`src/rtl/dcm_seq_pkg.sv`:
```
// dcm_seq_pkg: shared state encoding and DCM STATUS bit indices for the DCM lock sequencer
package dcm_seq_pkg;
  typedef enum logic [2:0] {
    RESET_DCM = 3'd0,
    WAIT_LOCK = 3'd1,
    SETTLE    = 3'd2,
    RUN       = 3'd3,
    FAULT     = 3'd4
  } state_t;
  localparam int STAT_CLKIN_STOP = 1;
  localparam int STAT_CLKFX_STOP = 2;
endpackage

```
`src/rtl/sync_2ff.sv`:
```
// sync_2ff: two-flop synchronizer for a single asynchronous flag
module sync_2ff (
  input  logic clk,
  input  logic rst,
  input  logic d,
  output logic q
);
  logic meta;
  // first flop absorbs metastability, second presents a clean level
  always_ff @(posedge clk or posedge rst)
    if (rst) {q, meta} <= 2'b00;
    else {q, meta} <= {meta, d};
endmodule

```
`src/rtl/dcm_lock_seq.sv`:
```
// dcm_lock_seq: DCM reset/lock sequencer with retry and fault handling; define DCM_STATUS_MON_EN to treat CLKIN/CLKFX-stopped status as lock loss
module dcm_lock_seq
  import dcm_seq_pkg::*;
#(
  parameter int RST_PULSE_CYCLES = 3,
  parameter int LOCK_TIMEOUT     = 500000,
  parameter int SETTLE_CYCLES    = 16,
  parameter int MAX_RETRY        = 7,
  localparam int RW = $clog2(MAX_RETRY + 1)
) (
  input  logic          CLK,
  input  logic          RST,
  input  logic          DCM_LOCKED,
  input  logic [7:0]    DCM_STATUS,
  input  logic          REQ_RELOCK,
  output logic          DCM_RST,
  output logic          SYS_RST,
  output logic          READY,
  output logic          FAIL,
  output logic [RW-1:0] RETRY_CNT
);
  localparam int TA   = LOCK_TIMEOUT > SETTLE_CYCLES ? LOCK_TIMEOUT : SETTLE_CYCLES;
  localparam int TMAX = TA > RST_PULSE_CYCLES ? TA : RST_PULSE_CYCLES;
  localparam int TW   = $clog2(TMAX + 1);
  state_t          st, nxt;
  logic [TW-1:0]   t, t_nxt, t_inc;
  logic [RW-1:0]   r_nxt;
  logic            f_nxt, lock_s, stat_bad, unused_status;
  sync_2ff u_sync (.clk(CLK), .rst(RST), .d(DCM_LOCKED), .q(lock_s));
`ifdef DCM_STATUS_MON_EN
  assign stat_bad = DCM_STATUS[STAT_CLKIN_STOP] | DCM_STATUS[STAT_CLKFX_STOP];
`else
  assign stat_bad = 1'b0;
`endif
  assign unused_status = ^DCM_STATUS;
  assign t_inc = (t == '1) ? t : t + 1'b1;
  // next state, shared phase timer, retry count and fault flag
  always_comb begin
    nxt   = st;
    t_nxt = t_inc;
    r_nxt = RETRY_CNT;
    f_nxt = FAIL;
    if (REQ_RELOCK) begin
      nxt   = RESET_DCM;
      t_nxt = '0;
      r_nxt = '0;
      f_nxt = 1'b0;
    end else begin
      case (st)
        RESET_DCM:
          if (t == TW'(RST_PULSE_CYCLES - 1)) begin
            nxt   = WAIT_LOCK;
            t_nxt = '0;
          end
        WAIT_LOCK:
          if (lock_s) begin
            nxt   = SETTLE;
            t_nxt = '0;
          end else if (t == TW'(LOCK_TIMEOUT - 1)) begin
            t_nxt = '0;
            nxt   = (RETRY_CNT == RW'(MAX_RETRY)) ? FAULT : RESET_DCM;
            f_nxt = (RETRY_CNT == RW'(MAX_RETRY));
            r_nxt = (RETRY_CNT == RW'(MAX_RETRY)) ? RETRY_CNT : RETRY_CNT + 1'b1;
          end
        SETTLE:
          if (stat_bad) begin
            nxt   = RESET_DCM;
            t_nxt = '0;
          end else if (!lock_s) begin
            nxt   = WAIT_LOCK;
            t_nxt = '0;
          end else if (t == TW'(SETTLE_CYCLES - 1)) begin
            nxt   = RUN;
            t_nxt = '0;
          end
        RUN:
          if (!lock_s || stat_bad) begin
            nxt   = RESET_DCM;
            t_nxt = '0;
          end
        FAULT:   t_nxt = t;
        default: begin
          nxt   = RESET_DCM;
          t_nxt = '0;
        end
      endcase
    end
  end
  // state, timer and registered outputs decoded from the next state
  always_ff @(posedge CLK or posedge RST)
    if (RST) begin
      st        <= RESET_DCM;
      t         <= '0;
      RETRY_CNT <= '0;
      FAIL      <= 1'b0;
      DCM_RST   <= 1'b1;
      SYS_RST   <= 1'b1;
      READY     <= 1'b0;
    end else begin
      st        <= nxt;
      t         <= t_nxt;
      RETRY_CNT <= r_nxt;
      FAIL      <= f_nxt;
      DCM_RST   <= (nxt == RESET_DCM);
      SYS_RST   <= (nxt != RUN);
      READY     <= (nxt == RUN);
    end
endmodule

```
`config.mk`:
```
export PLATFORM = sky130hd
export DESIGN_NAME = dcm_lock_seq
export DESIGN_NICKNAME = d
export VERILOG_FILES = /design/src/rtl/dcm_seq_pkg.sv /design/src/rtl/sync_2ff.sv /design/src/rtl/dcm_lock_seq.sv
export SDC_FILE = /design/constraint.sdc
export NUM_CORES = 1
export LEC_CHECK = 0
export ABC_AREA = 1
export CORE_MARGIN = 5
export CORE_UTILIZATION = 37
export DETAILED_ROUTE_END_ITERATION = 6
export GPL_TIMING_DRIVEN = 1
export MAX_ROUTING_LAYER = met4
export SYNTH_ARGS = -nofsm -noshare
export SYNTH_HDL_FRONTEND = slang
export SYNTH_SLANG_ARGS = --single-unit
```
`constraint.sdc`:
```
create_clock -name CLK -period 2.78 [get_ports CLK]
set_input_delay 0.695 -clock CLK [delete_from_list [all_inputs] [get_ports CLK]]
set_output_delay 0.695 -clock CLK [all_outputs]
set_load 0.005 [all_outputs]
```
# == Word-level counts from Yosys, hierarchy flattened ==
# Cells that the tools add are included.
# op_classes
n_reduce_logical,6
n_addsub,2
n_mux,27
eq_ne,14
# op_table
cell,count
19-bit 2-to-1 mux,8
19-bit case mux with 5 select lines,1
3-bit 2-to-1 mux,13
19-bit == test (second input constant),2
19-bit by 1-bit adder with 19-bit output (second input constant),1
19-bit by 2-bit == test with 1-bit output (second input constant),1
19-bit by 4-bit == test with 1-bit output (second input constant),1
3-bit case mux with 5 select lines,1
3-bit by 2-bit == test with 1-bit output (second input constant),3
3-bit == test (second input constant),2
3-bit logical NOT,2
2-bit inequality test (second input constant),3
1-bit 2-to-1 mux,4
4-bit AND reduction,1
2-bit nonzero test,2
3-bit by 1-bit adder with 3-bit output (second input constant),1
3-bit by 1-bit == test with 1-bit output (second input constant),1
3-bit by 2-bit inequality test with 1-bit output (second input constant),1
3-bit AND reduction,1
# word_totals
ff_bits,31

# == Depth between registers and ports, before layout ==
# Gate-level depths: netlist of run 1.
# logic_depth
depth_word,7
ltp_mapped,12

# == Hierarchy ==
# Synthesis of run 1 repeated with hierarchy kept, for this count alone.
# hier_totals
cells_unflattened,304
hier_area_um2,2103.3
# by_module_without_submodules
mod,cells_each,area_each_um2,instances
dcm_lock_seq,301,2049.5,1
sync_2ff,3,53.8,1

# == Worst setup path before layout of run 1 ==
# OpenSTA, ideal clock, no wires.
# synth_timing
path_type,reg-to-reg
start,reg t[1]
end,reg t[7]
path_stages_with_launch,10
t_arrival_ns,1.439
slack_ns,1.224
setup_ns,0.117
n_path_buf,1
synth_period_minus_slack_ns,1.556
path_cell_list,dfrtp_1 ha_1 nand3_4 nor2_4 nand3_4 a21oi_4 nand2_4 buf_6 nand3_1 nand2_1
# synth_via
elab_chain_len,6
# synth_lines
element,line_no,source
"start, declared",dcm_lock_seq.sv:26,"logic [TW-1:0] t, t_nxt, t_inc;"
"start signal, assigned",dcm_lock_seq.sv:101,t <= t_nxt;
19-bit by 1-bit adder with 19-bit output or 19-bit == test (tied branches),dcm_lock_seq.sv:36,assign t_inc = (t == '1) ? t : t + 1'b1;
19-bit 2-to-1 mux,dcm_lock_seq.sv:36,
"19-bit 2-to-1 mux, on equally long branches","dcm_lock_seq.sv:72, dcm_lock_seq.sv:59",
"19-bit 2-to-1 mux, on equally long branches","dcm_lock_seq.sv:69, dcm_lock_seq.sv:56",
19-bit case mux with 5 select lines *,dcm_lock_seq.sv:49,case (st)
19-bit 2-to-1 mux *,dcm_lock_seq.sv:43,if (REQ_RELOCK) begin
# Mark *: on every way between the ends. The rest lies on a longest branch, timed or not.
# A chain may end at the register's enable or synchronous reset.

# == Worst setup path in the final report of run 1 ==
# layout_timing
start,reg SYS_RST
end,out SYS_RST
# layout_lines
element,line_no,source
"start, declared",dcm_lock_seq.sv:17,"output logic SYS_RST,"
"start signal, assigned",dcm_lock_seq.sv:105,SYS_RST <= (nxt != RUN);
# No word-level cell between the ends.

==> flow_summary.json, run 1 <==
{
  "synth_top_cell_area_share": 0.334,
  "netlist_area_sq_um": 2170,
  "maxSlewHeadroom": 0.675,
  "cts-root-buf": "clkbuf_8",
  "cp_slowest_cell": "dfstp_2",
  "die_y_um": 86.7,
  "drc_errors": 0,
  "regToRegSetupSlack_ns": 0.96,
  "worstRegToRegCells": 9,
  "hold_violations": 0,
  "dr_total_vias": 1915,
  "routedWlPerCell_um": 11.6,
  "rsz0062_at_grt": "false",
  "cp.required_ns": 2.09,
  "cts_hold_buf": 0,
  "start_kind": "flip-flop",
  "endpoint": "SYS_RST",
  "post-route-min-period_ns": 1.99,
  "setup_tns_ns": 0,
  "stdcell_count": 400,
  "dpl.hpwl_um": 3460,
  "clk_pin_slew_ns": 0.06,
  "antenna-diode-count": 0,
  "yosysUniqueCellTypes": 32,
  "worstHoldPathCells": 0,
  "cts_sinks": 31,
  "cpPeakStageDelay_ns": 0.52,
  "drt-initial-drc-count": 121,
  "critPathLaunch": "SYS_RST$_DFF_PP1_",
  "finalSetupViolCount": 0,
  "clock_path_buffers": 2,
  "rows": 28,
  "nFillCells": 631,
  "worstSetupEndpointType": "primary output",
  "final_antenna_net_count": 0,
  "worstReg2RegEnd": "t[3]$_DFFE_PP0P_",
  "grt_antenna_before_repair": 0,
  "path_cells": "clkdlybuf4s50_1",
  "pre_cts_ws_ns": 0.647,
  "avgSynthCellArea_sq_um": 7.01,
  "grt_pass1_wl_um": 8160,
  "ir_drop_mv": 0.329,
  "hold_class": "flip-flop to flip-flop",
  "synth_nets": 326,
  "totalWireLength_um": 4660,
  "critical_path_arrival_ns": 1.29,
  "ios": 19,
  "yosysTopAreaCell": "dfrtp_1",
  "via_per_inst": 4.79,
  "finalMaxSlewViolations": 0,
  "grt_max_degree": 32,
  "core-area_sq_um": 5820,
  "synth_cells": 310,
  "timing.rr.start": "t[0]$_DFFE_PP0P_",
  "pwr_density_cell_nw_per_um2": 487,
  "maxCapViolCount": 0,
  "cp_max_fo": 1,
  "cts_tree": "yes",
  "layout.nets": 340,
  "fin_crit_sh": 0.715,
  "drive_gt1_frac": 0.126,
  "synthArstFlopShare": 1.00,
  "cp.depth": 1,
  "synth-edff-count": 0,
  "yosysMostFrequentCell": "nand2_1",
  "leakage_nw": 1.31,
  "crit_buf_inv": 1,
  "postCtsSetupBuffers": 0,
  "die_area_sq_um": 7510,
  "setup_ws_ns": 0.792,
  "firstDrtPassIters": 4,
  "port_buffers": 10,
  "ys_seq_elements": 31,
  "grt_usage": 0.142,
  "crit_type": "flip-flop to primary output",
  "seq_area_frac_synth": 0.358,
  "finalClockSkew_ns": 0.00614,
  "gp_congestion": 0.869,
  "hold_ws_ns": 0.352,
  "status": "complete, no violations",
  "synth_area_leaders": "dfrtp_1, nand2_1, nand3_1",
  "cts_max_level": 2,
  "crit_family": "flip-flops",
  "dieWidth_um": 86.7,
  "cts_buffers": 5,
  "clk_latency_ns": 0.29,
  "grt_pass1_vias": 1744,
  "post_cts_resized": 0,
  "grt_overflow": 0,
  "yosysWarnings": 0,
  "syn_to_final_growth_pct": 13.2,
  "ys.flop_type": "dfrtp_1",
  "initial_core_util": 0.374,
  "worstMarginPinSlew_ns": 0.487,
  "placed_cells": 392,
  "fmax_ghz": 0.503,
  "synth_commonest_cells": "nand2_1, nand3_1, nor2_1, dfrtp_1, inv_1"
}
-- through the flow --
| stage | total power (W) | util | area (sq um) |
|---|---|---|---|
| 5_1_grt | 0.00128 | 0.423 | 2460 |
| 3_3_place_gp | 0.000743 | 0.403 | 2340 |
| 6_report | 0.00120 | 0.423 | 2460 |
| 3_5_place_dp | 0.000746 | 0.403 | 2340 |
| 4_1_cts | 0.00122 | 0.423 | 2460 |
| 2_1_floorplan | 0.000695 | - | 2170 |
-- where the power goes --
part,internal [W],switching [W]
sequential,0.000481,0.0000301
combinational,0.0000757,0.000147
clock,0.000290,0.000175
total,0.000847,0.000352
-- logic make-up (layout without fill, tap and decap cells) --
| kind of cell | Yosys count | count (layout) | share of synthesized area |
|---|---|---|---|
| adders and majority gates | 4 | 4 | 0.0230 |
| xor gates and xnor gates | 8 | 8 | 0.0322 |
| buffers and inverters | 39 | 54 | 0.0782 |
| AOI/OAI and AO/OA | 16 | 16 | 0.0455 |
| and+or+nand+nor | 212 | 212 | 0.463 |
| DFF | 31 | 31 | 0.358 |
-- sequential cells by signal, summed over array words and instances (netlist names) --
name         count
u_sync.q         1
t               19
READY            1
st               3
SYS_RST          1
u_sync.meta      1
FAIL             1
RETRY_CNT        3
DCM_RST          1
-- routing by layer --
layer / vias up / part of all wire / GRT usage
met4: 0 / 0.019 / 0.0595
met3: 8 / 0.030 / 0.0257
met1: 878 / 0.50 / 0.186
met2: 24 / 0.45 / 0.215
met5: - / 0 / -
li1: 1005 / - / -
-- cell type report --
class                   instances  area [sq um]  share of cell area
flip-flops and latches         31           778               0.316
well taps                      75          93.8              0.0381
repair buffers                 13           123              0.0498
clock inverters                 2          35.0              0.0142
multi-input cells             240          1230               0.498
clock buffers                   6          82.6              0.0335
inverters                      33           124              0.0503
-- worst min-delay path by stage --
stage          slack [ns]                   from            endpoint
4_1_cts              0.35  u_sync.meta$_DFF_PP0_  u_sync.q$_DFF_PP0_
3_5_place_dp         0.34  u_sync.meta$_DFF_PP0_  u_sync.q$_DFF_PP0_
2_1_floorplan        0.33  u_sync.meta$_DFF_PP0_  u_sync.q$_DFF_PP0_
5_1_grt              0.36  u_sync.meta$_DFF_PP0_  u_sync.q$_DFF_PP0_
6_report             0.35  u_sync.meta$_DFF_PP0_  u_sync.q$_DFF_PP0_
3_3_place_gp         0.34  u_sync.meta$_DFF_PP0_  u_sync.q$_DFF_PP0_
-- cell usage in the layout (no fill, tap or decap), types with 4 or more instances in the layout --
cell	count
inv_2	4
clkbuf_8	6
o21ai_0	6
nor2_2	8
inv_1	28
a21oi_1	5
clkdlybuf4s50_1	10
dfrtp_1	29
ha_1	4
nor2_4	4
nor3_1	6
nand3_1	39
nand2_1	105
nor2_1	36
xor2_1	6
Note: power is estimated with default switching activity, not from simulation.
==> run 2, diff against run 1 <==
==> constraint.sdc (replaced) <==
create_clock -name CLK -period 1.7 [get_ports CLK]
set_input_delay 0.425 -clock CLK [delete_from_list [all_inputs] [get_ports CLK]]
set_output_delay 0.425 -clock CLK [all_outputs]
set_load 0.005 [all_outputs]
==> run 2 against run 1 <==
  * Combinational power increased to 2.9 times the previous value
  * Total power increased by 80%
  * Critical path depth increased by 8
  * Clock skew increased by 0.0042 ns
  * Highest routed layer unchanged
  * Largest cell class unchanged
  * Via count increased by 8.6%
  * Global-route usage increased by 0.93 points
  * Core utilization increased by 5.2 points
  * Critical endpoint is now t[1]$_DFFE_PP0P_
==> flow_summary.json, run 2 (synthesis gave the netlist of run 1 again) <==
{
  "status": "complete, no violations",
  "cts_max_level": 2,
  "final_antenna_net_count": 0,
  "crit_type": "flip-flop to flip-flop",
  "grt_overflow": 0,
  "pwr_density_cell_nw_per_um2": 781,
  "p_comb_frac": 0.302,
  "die_y_um": 86.7,
  "rsz0062_at_grt": "true",
  "clkPwrFrac": 0.309,
  "worstHoldStart": "u_sync.meta$_DFF_PP0_",
  "cts-root-buf": "clkbuf_8",
  "finalSetupViolCount": 0,
  "drc_errors": 0,
  "critical_path_arrival_ns": 1.83,
  "syn_to_final_growth_pct": 27.2,
  "cts_hold_buf": 0,
  "worstMarginPinSlew_ns": 0.326,
  "firstDrtPassIters": 4,
  "grt_max_degree": 32,
  "grt_antenna_before_repair": 0,
  "seqCellArea_sq_um": 785,
  "post-route-min-period_ns": 1.64,
  "port_buffers": 10,
  "regToRegSetupSlack_ns": 0.06,
  "finalClockSkew_ns": 0.0103,
  "hold_end": "u_sync.q$_DFF_PP0_",
  "clk_pin_slew_ns": 0.07,
  "layout.nets": 364,
  "final_common_cell": "nand2_1",
  "grt_pass1_wl_um": 8720,
  "cts_sinks": 31,
  "power_w": 0.00216,
  "antenna-diode-count": 0,
  "cp_slowest_cell": "dfrtp_1",
  "core-area_sq_um": 5820,
  "dieWidth_um": 86.7,
  "switching_share": 0.351,
  "initial_core_util": 0.374,
  "p_int_w": 0.00140,
  "fin_crit_sh": 0.968,
  "hold_ws_ns": 0.352,
  "finalMaxSlewViolations": 0,
  "worstHoldPathCells": 0,
  "grt_usage": 0.151,
  "worstReg2RegEnd": "t[1]$_DFFE_PP0P_",
  "cpPeakStageDelay_ns": 0.41,
  "p_sw_w": 0.000759,
  "grt_pass1_vias": 1916,
  "path_cells": "ha_4 > nand3_4 > nor2_4 > nand3_4 > a21oi_4 > buf_12 > nand2_4 > nand2_1 > nand2_1",
  "hold_class": "flip-flop to flip-flop",
  "worstRegToRegCells": 9,
  "cp_max_fo": 5,
  "totalWireLength_um": 5470,
  "crit_buf_inv": 1,
  "maxCapViolCount": 0,
  "start_kind": "flip-flop",
  "fmax_ghz": 0.608,
  "maxSlewHeadroom": 0.781,
  "multi_input_area_sq_um": 1340,
  "p_seq_frac": 0.389,
  "clk_latency_ns": 0.30,
  "cts_tree": "yes",
  "worstSetupEndpointType": "flip-flop",
  "die_area_sq_um": 7510,
  "hold_violations": 0,
  "ios": 19,
  "ir_drop_mv": 0.356,
  "final_cell_mix": "nand2_1, nand3_1, nor2_1",
  "drive_gt1_frac": 0.238,
  "dr_total_vias": 2079,
  "cts_buffers": 5,
  "crit_family": "simple AND/OR/NAND/NOR gates",
  "gp_congestion": 0.873,
  "timing.rr.start": "t[0]$_DFFE_PP0P_",
  "clock_path_buffers": 2,
  "rows": 28,
  "routedWlPerCell_um": 12.9,
  "largest-register": "t",
  "top_regs": "t x19, RETRY_CNT x3, st x3",
  "drt-initial-drc-count": 141,
  "via_per_inst": 4.90,
  "nFillCells": 623,
  "dpl.hpwl_um": 3650,
  "leakage_nw": 1.42,
  "cp.required_ns": 1.88,
  "largest_register_ffs": 19
}
[run 2: changes by cell type in the layout (fill, tap and decap cells not counted), moves of 3 or more]
| cell | change |
|---|---|
| nand2_1 | -3 |
| buf_12 | +3 |
| nand3_1 | -4 |
| nand2_2 | +3 |
| dfrtp_1 | -5 |
| buf_4 | +18 |
| nand3_2 | +3 |
| dfrtp_2 | +5 |
[run 2: what timing repair did]
| action | in CTS | in global routing |
|---|---|---|
| endpoints found under the setup margin | 2 | 25 |
| gates cloned | 0 | 3 |
| gates resized for setup | 2 | 29 |
| pin swaps | 0 | 11 |
| buffers inserted | 0 | 5 |
[run 2: power groups by stage]
stage / Clock, W / Sequential (W) / Combinational, W
after floorplan: 0 / 0.000840 / 0.000296
after global placement: 0 / 0.000839 / 0.000425
after detailed placement: 0 / 0.000842 / 0.000431
after CTS: 0.000681 / 0.000828 / 0.000425
after global routing: 0.000710 / 0.000845 / 0.000711
final: 0.000668 / 0.000839 / 0.000653
[run 2: layout make-up]
class / instances / share of cell area
Inverter: 33 / 0.0466
Multi-Input combinational cell: 243 / 0.486
Clock buffer: 8 / 0.0362
Timing Repair Buffer: 34 / 0.114
Tap cell: 75 / 0.0339
Sequential cell: 31 / 0.284
[run 2: metrics by stage]
step / instances / TNS [ns] / utilization / instance area, sq um / worst slack, ns
2_1_floorplan: 310 / 0 / - / 2170 / 0.144
3_3_place_gp: 409 / 0 / 0.429 / 2500 / 0.0424
3_5_place_dp: 409 / 0 / 0.429 / 2500 / 0.0218
4_1_cts: 417 / 0 / 0.446 / 2590 / 0.0136
5_1_grt: 424 / -0.0827 / 0.476 / 2770 / -0.0210
6_report: 424 / 0 / 0.476 / 2770 / 0.0552
[run 2: metal layers]
layer / wire [um] / part of all wire / GRT usage
met3: 219 / 0.040 / 0.0342
met4: 96 / 0.018 / 0.0496
met5: 0 / 0 / -
met2: 2670 / 0.49 / 0.248
met1: 2490 / 0.46 / 0.184
[run 2: worst max path at each step]
| stage | from | end | slack, ns | depth (start not counted) |
|---|---|---|---|---|
| 2_1_floorplan | t[1]$_DFFE_PP0P_ | t[7]$_DFFE_PP0P_ | 0.14 | 9 |
| 3_3_place_gp | REQ_RELOCK | DCM_RST$_DFF_PP1_ | 0.04 | 7 |
| 3_5_place_dp | t[1]$_DFFE_PP0P_ | t[12]$_DFFE_PP0P_ | 0.02 | 8 |
| 4_1_cts | t[1]$_DFFE_PP0P_ | t[12]$_DFFE_PP0P_ | 0.01 | 8 |
| 5_1_grt | t[0]$_DFFE_PP0P_ | t[1]$_DFFE_PP0P_ | -0.02 | 11 |
| 6_report | t[0]$_DFFE_PP0P_ | t[1]$_DFFE_PP0P_ | 0.06 | 9 |
